<file path="config.mk">
export PLATFORM = sky130hd
export DESIGN_NAME = fir_tdm_scheduler
export DESIGN_NICKNAME = d
export VERILOG_FILES = /design/src/rtl/fir_tdm_scheduler.sv
export SDC_FILE = /design/constraint.sdc
export NUM_CORES = 1
export LEC_CHECK = 0
export ABC_AREA = 1
export BUFFER_PORTS_ARGS = -buffer_cell sky130_fd_sc_hd__buf_2
export CAP_MARGIN = 20
export CORE_ASPECT_RATIO = 1.25
export CORE_MARGIN = 5
export CORE_UTILIZATION = 49
export DETAILED_ROUTE_END_ITERATION = 12
export PLACE_DENSITY = 0.85
export SLEW_MARGIN = 20
export SYNTH_ARGS = -nofsm -noshare
export SYNTH_HDL_FRONTEND = slang
export SYNTH_SLANG_ARGS = --single-unit
export TNS_END_PERCENT = 10
</file>
<file path="constraint.sdc">
create_clock -name clk -period 1.5 [get_ports clk]
set_clock_uncertainty 0.1 [all_clocks]
set_input_delay 0 -clock clk [delete_from_list [all_inputs] [get_ports clk]]
set_output_delay 0 -clock clk [all_outputs]
set_load 0.1 [all_outputs]
</file>
<file path="src/rtl/fir_tdm_scheduler.sv">
// Sequencer for a time-multiplexed FIR: one shared MAC walks every tap per input sample.
// Owns the circular delay-line write pointer and zeroes the delay line after reset.
module fir_tdm_scheduler #(
    parameter int n_taps      = 8,
    parameter int mac_latency = 2,
    parameter int w_idx       = $clog2(n_taps)
) (
    input  logic             clk,
    input  logic             rst,
    input  logic             in_valid,
    output logic             in_ready,
    output logic             buf_we,
    output logic             buf_clr,
    output logic [w_idx-1:0] buf_waddr,
    output logic [w_idx-1:0] buf_raddr,
    output logic [w_idx-1:0] coef_idx,
    output logic             mac_en,
    output logic             mac_first,
    output logic             mac_last,
    output logic             out_valid,
    input  logic             out_ready,
    output logic             busy,
    output logic [15:0]      sample_count
);

    localparam int w_drain = (mac_latency > 1) ? $clog2(mac_latency) : 1;
    localparam logic [w_idx-1:0]   last_idx   = w_idx'(n_taps - 1);
    localparam logic [w_idx:0]     n_taps_w   = (w_idx + 1)'(n_taps);
    localparam logic [w_drain-1:0] drain_init = w_drain'((mac_latency > 0) ? mac_latency - 1 : 0);

    typedef enum logic [2:0] {
        S_INIT,
        S_IDLE,
        S_RUN,
        S_DRAIN,
        S_HOLD
    } state_t;

    state_t             state_q, state_d;
    logic [w_idx-1:0]   init_cnt_q, init_cnt_d;
    logic [w_idx-1:0]   wr_ptr_q, wr_ptr_d;
    logic [w_idx-1:0]   base_q, base_d;
    logic [w_idx-1:0]   tap_q, tap_d;
    logic [w_drain-1:0] drain_cnt_q, drain_cnt_d;
    logic [15:0]        sample_count_q, sample_count_d;

    // Tap k reads the sample k inputs older than the newest one, wrapping modulo n_taps.
    logic [w_idx:0]   wrap_sum;
    logic [w_idx-1:0] rd_addr;

    always_comb begin
        wrap_sum = {1'b0, base_q} + n_taps_w - {1'b0, tap_q};
        rd_addr  = (base_q >= tap_q) ? (base_q - tap_q) : wrap_sum[w_idx-1:0];
    end

    always_comb begin
        state_d        = state_q;
        init_cnt_d     = init_cnt_q;
        wr_ptr_d       = wr_ptr_q;
        base_d         = base_q;
        tap_d          = tap_q;
        drain_cnt_d    = drain_cnt_q;
        sample_count_d = sample_count_q;

        in_ready  = 1'b0;
        buf_we    = 1'b0;
        buf_clr   = 1'b0;
        buf_waddr = '0;
        buf_raddr = '0;
        coef_idx  = '0;
        mac_en    = 1'b0;
        mac_first = 1'b0;
        mac_last  = 1'b0;
        out_valid = 1'b0;

        case (state_q)
            S_INIT: begin
                buf_we    = 1'b1;
                buf_clr   = 1'b1;
                buf_waddr = init_cnt_q;
                if (init_cnt_q == last_idx) begin
                    init_cnt_d = '0;
                    state_d    = S_IDLE;
                end else begin
                    init_cnt_d = init_cnt_q + 1'b1;
                end
            end
            S_IDLE: begin
                in_ready  = 1'b1;
                buf_we    = in_valid;
                buf_waddr = wr_ptr_q;
                if (in_valid) begin
                    base_d   = wr_ptr_q;
                    wr_ptr_d = (wr_ptr_q == last_idx) ? '0 : wr_ptr_q + 1'b1;
                    tap_d    = '0;
                    state_d  = S_RUN;
                end
            end
            S_RUN: begin
                mac_en    = 1'b1;
                coef_idx  = tap_q;
                buf_raddr = rd_addr;
                mac_first = (tap_q == '0);
                mac_last  = (tap_q == last_idx);
                if (tap_q == last_idx) begin
                    tap_d = '0;
                    if (mac_latency == 0) begin
                        state_d = S_HOLD;
                    end else begin
                        drain_cnt_d = drain_init;
                        state_d     = S_DRAIN;
                    end
                end else begin
                    tap_d = tap_q + 1'b1;
                end
            end
            S_DRAIN: begin
                if (drain_cnt_q == '0) begin
                    state_d = S_HOLD;
                end else begin
                    drain_cnt_d = drain_cnt_q - 1'b1;
                end
            end
            S_HOLD: begin
                out_valid = 1'b1;
                if (out_ready) begin
                    sample_count_d = sample_count_q + 16'd1;
                    state_d        = S_IDLE;
                end
            end
            default: begin
                state_d = S_INIT;
            end
        endcase
    end

    assign busy         = (state_q != S_IDLE);
    assign sample_count = sample_count_q;

    always_ff @(posedge clk or posedge rst) begin
        if (rst) begin
            state_q        <= S_INIT;
            init_cnt_q     <= '0;
            wr_ptr_q       <= '0;
            base_q         <= '0;
            tap_q          <= '0;
            drain_cnt_q    <= '0;
            sample_count_q <= '0;
        end else begin
            state_q        <= state_d;
            init_cnt_q     <= init_cnt_d;
            wr_ptr_q       <= wr_ptr_d;
            base_q         <= base_d;
            tap_q          <= tap_d;
            drain_cnt_q    <= drain_cnt_d;
            sample_count_q <= sample_count_d;
        end
    end

endmodule

</file>
* After elaboration in Yosys (flattened, before gate mapping) *
Cells that the tools add are included.

cells by class
  shift-type cells = 0
  reduce and logical (&&, ||, !) cells = 9
  multiplexer cells = 25
  $lt $le $gt $ge = 1
  add/subtract/negate cells = 8
  bitwise logic cells = 0
  divide/modulo/power cells = 0
  multiply operators = 0
  eq/ne operators = 13

operators with widths
  cell                                                  number
  two-way mux 3 bit                                     12
  adder 16 x 1 -> 16 bit (second input constant)        1
  one-hot mux 3 bit (5 select lines)                    1
  adder 3 x 1 -> 3 bit (second input constant)          4
  equality test 3 bit (second input constant)           4
  one-hot mux 3 bit (2 select lines)                    2
  != test 2 bit (second input constant)                 5
  two-way mux 1 bit                                     8
  AND reduction 2 bit                                   4
  equality test 3 x 2 -> 1 bit (second input constant)  2
  logical NOT 3 bit                                     2
  subtractor 3 bit                                      2
  AND reduction 5 bit                                   1
  one-hot mux 1 bit (2 select lines)                    2
  nonzero test 2 bit                                    2
  equality test 3 x 1 -> 1 bit (second input constant)  1
  greater-or-equal comparator 3 bit                     1
  != test 3 x 1 -> 1 bit (second input constant)        1
  subtractor 1 bit (second input constant)              1

word-level totals
  ROM bits = 0
  memories kept = 0
  RAM bits = 0
  bits in latches = 0
  register bits = 32
  logic and storage cells = 63

* Longest topological paths before layout *
  depth in word-level cells = 4
  gate-level depth with buffers = 9
  depth with buffers taken out = 8

* Least setup slack after synthesis *
Ideal clock, no wire load.

  path type = reg-to-output
  start point = register state_q[0]
  end point = output port buf_waddr[1]
  cell stages (with the launch flop) = 5
  path buffers = 0
  required time = 1.400 ns
  data arrival time = 3.059 ns
  path slack = -1.659 ns
  cells stage by stage = dfrtp_1 inv_2 nor2_4 nand2_4 o21ai_0

between the ends
  word-level cells in the longest chain between the ends = 2
  elaborated cells on any way between the ends = 3
  those cells by class = eq/ne: 1; mux: 1; reduce/logical: 1

ends and longest elaborated chain
  element                                                            line  source
  start, declared                                                    39    state_t state_q, state_d;
  start signal, assigned                                             150   state_q <= state_d;
  equality test 3 x 1 -> 1 bit or logical NOT 3 bit (tied branches)  76    case (state_q)
  one-hot mux 3 bit (2 select lines) (*)                             76
  end, declared                                                      14    output logic [w_idx-1:0] buf_waddr,

Every way passes the cells marked *; elsewhere a longest branch is shown, timed or not.

* Worst setup path in the final report *
  start point = register tap_q[0]
  end point = output port buf_raddr[1]

between the ends
  word-level cells in the longest chain between the ends = 3
  elaborated cells on any way between the ends = 5
  those cells by class = add/sub: 2; order compare: 1; mux: 2

ends and longest elaborated chain
  element                                         line  source
  start, declared                                 43    logic [w_idx-1:0] tap_q, tap_d;
  start signal, assigned                          154   tap_q <= tap_d;
  subtractor 3 bit, or another cell as far along  52    wrap_sum = {1'b0, base_q} + n_taps_w - {1'b0, tap_q};
  two-way mux 3 bit (*)                           53    rd_addr = (base_q >= tap_q) ? (base_q - tap_q) : wrap_sum[w_idx-1:0];
  two-way mux 3 bit (*)                           76
  end, declared                                   15    output logic [w_idx-1:0] buf_raddr,

Marked as above.

==> flow_metrics.tcl <==
set metrics [dict create \
    worst-r2r-setup-slack_ps -90 \
    stdcell_area_mm2 0.00289 \
    setup_viol 18 \
    cells_after_synthesis 237 \
    vias_per_std_cell 5.06 \
    syn2layout_area_growth_pct 51.8 \
    worst_skew_pair.late_latency_ps 280 \
    rsz0062_at_grt "true" \
    detailedRoute.firstPassIterationCount 4 \
    timing.setup.critical_path_class "reg -> out" \
    synth.ff_latch_count 32 \
    outcome "finished with violations" \
    clock_slew_at_the_register_clock_pins_of_the_worst_setup_and_hold_paths_ps 70 \
    cp_max_fo 3 \
    maxClockFrequency_mhz 546 \
    fraction_of_final_layout_cells_with_drive_strength_greater_than_1_pct 42.4 \
    syn-mean-instance-area_um2 8.04 \
    final_period_minus_worst_setup_slack_ps 1830 \
    timing.critical_path.from_type "register" \
    timing.final.crit_share_pct 122 \
    grt_pass1_wl_mm 8.36 \
    synth_largest_area_cell "dfrtp_1" \
    dp_hpwl_mm 3.64 \
    synth_common_cells "nand2_1 (62), inv_1 (39), dfrtp_1 (32)" \
    die-width_um 65.8 \
    antenna_cells_inserted 0 \
    synth-async-reset-ratio_pct 100 \
    core_box_area_mm2 0.00378 \
    cts_buffers 5 \
    worst_ep_arrival_time_ps 1730 \
    launch_point_of_the_worst_reg_to_reg_path "tap_q[0]$_DFFE_PP0P_" \
    remaining_design_rule_violation_count 0 \
    cap_violations 0 \
    drtAntennaViolNets 0 \
    data_required_time_of_the_critical_path_ps 1400 \
    route.final.wire_length_mm 5.12 \
    kind_of_path_behind_the_tightest_hold_check "in -> reg" \
    placed_cells_incl_taps 341 \
    tritoncts_num_sinks 32 \
    htree_levels 2 \
    timing.critical_path.to_type "primary output" \
    grt_max_degree 33 \
    synth.cell_area_mm2 0.00190 \
    top_level_i_o_count 37 \
    critical_path.startpoint "tap_q[0]$_DFFE_PP0P_" \
    max_slew.worst_pin.slew_ps 488 \
    yosys-top-cells-area "dfrtp_1 (42%), nand2_1 (12%), inv_1 (7.7%)" \
    via_count 1802 \
    worst_slew_margin_rel_pct 67.7 \
    drt-initial-drc-count 108 \
    first_global_vias 1943 \
    synth_enable_flop_cells 0 \
    yosys_most_used_dff "dfrtp_1" \
    final_ws_setup_ps -333 \
    cts_buffer_depth 2 \
    detailed_place.area_mm2 0.00266 \
    synthMostInstantiatedCell "nand2_1" \
    route.detailed.wl_per_inst_um 14.4 \
    drv_slew 0 \
    start_util_pct 50.3 \
    synth_top_area_share_pct 42.0 \
    ctsRootBufferMaster "clkbuf_8" \
    synthesis.yosys.warnings 0 \
    synth-seq-area-share_pct 42.0 \
    yosys.cell_types.count 28 \
    finish.net_count 315 \
    grt_use_total_pct 21.1 \
    place_congestion 0.849 \
    postLayoutCoreUtil_pct 76.4 \
    min-delay-start "in_valid" \
    tritoncts "yes" \
    die-area_mm2 0.00524 \
    timing_hold_violations_final 0 \
    placement.io_buffers 36 \
    synth.net_count 251 \
    final_cell_count_no_fill 356 \
    antenna_violations_before_repair 0 \
    gr-total-overflow 0 \
    die-height_um 79.7 \
    rows 25 \
    violations "negative setup slack" \
]
-- path summary, 6_finish.rpt --
path	endpoint	cells after the start
worst max-delay path	buf_raddr[1]	6
worst min-delay path	base_q[0]$_DFFE_PP0P_	4
worst max register to register	state_q[1]$_DFFE_PP0P_	8
worst min register to register	sample_count[5]$_DFFE_PP0P_	1
max in group asynchronous	sample_count[0]$_DFFE_PP0P_	4
min in group asynchronous	wr_ptr_q[1]$_DFFE_PP0P_	4
-- per-layer routing --
| metal | global-route usage, % | routed length [um] |
|---|---|---|
| met5 | 0 | 0 |
| met4 | 11.0 | 153 |
| met3 | 5.21 | 294 |
| met2 | 39.0 | 2820 |
| met1 | 21.3 | 1860 |
-- cell families (layout without fill, tap and decap cells) --
| group | count (synthesis) | in the layout | synth area share [%] |
|---|---|---|---|
| buffers and inverters | 45 | 110 | 9.86 |
| and+or+nand+nor | 121 | 121 | 30.7 |
| DFF | 32 | 32 | 42.1 |
| AOI/OAI and AO/OA | 18 | 18 | 4.93 |
| xor gates and xnor gates | 11 | 11 | 5.45 |
| adders and majority gates | 10 | 10 | 6.96 |
-- repair_timing --
item | in CTS | in global routing
hold endpoints to repair | 33 | 0
endpoints found under the setup margin | 23 | 33
pin swaps | 4 | 6
resized for setup | 20 | 9
hold buffers | 2 | 0
buffers inserted | 1 | 4
-- through the flow --
stage | setup TNS [ps] | worst slack (ps) | hold WS [ps]
floorplan | -4130 | -212 | 15.4
global placement | -33.0 | -29.5 | 8.85
detailed placement | -396 | -81.3 | 8.62
CTS | -1970 | -327 | 69.6
global route | -3400 | -410 | 88.5
finish | -2060 | -333 | 72.9
-- flip-flops by register name (all words and copies together) (netlist names) --
register	count
tap_q	3
init_cnt_q	3
drain_cnt_q	1
base_q	3
state_q	3
sample_count	16
wr_ptr_q	3
-- cell usage in the layout (no fill, tap or decap), drive strengths merged --
cell         synthesis  layout
buf                  3      58
nor3                 1       1
nand3               16      16
o22ai                1       1
nand3b               2       2
xor2                 9       9
clkbuf               0       7
nand2               64      64
o21bai               1       1
dlygate4sd3          0       2
ha                   9       9
a21oi                3       3
fa                   1       1
clkinv               0       1
nor2                29      29
dfrtp               32      32
inv                 42      40
xnor2                2       2
o21ai               13      13
nand4                9       9
clkinvlp             0       2
-- worst max-delay path: stages, from the launching register on --
cell	delay, ps
dfrtp_1	430
ha_4	150
inv_2	30
fa_2	520
inv_2	40
nor2_4	90
buf_12	180
-- cell type report --
cell class	instances	area, um2
clock buffers	7	76.3
inverters	42	175
well taps	54	67.6
fillers	272	895
repair buffers	60	662
multi-input cells	160	1080
clock inverters	1	5.00
flip-flops and latches	32	826
Power is left out: the tool's default activity adds up to more than one toggle a clock period on the data nets, which glitch-free logic cannot reach.
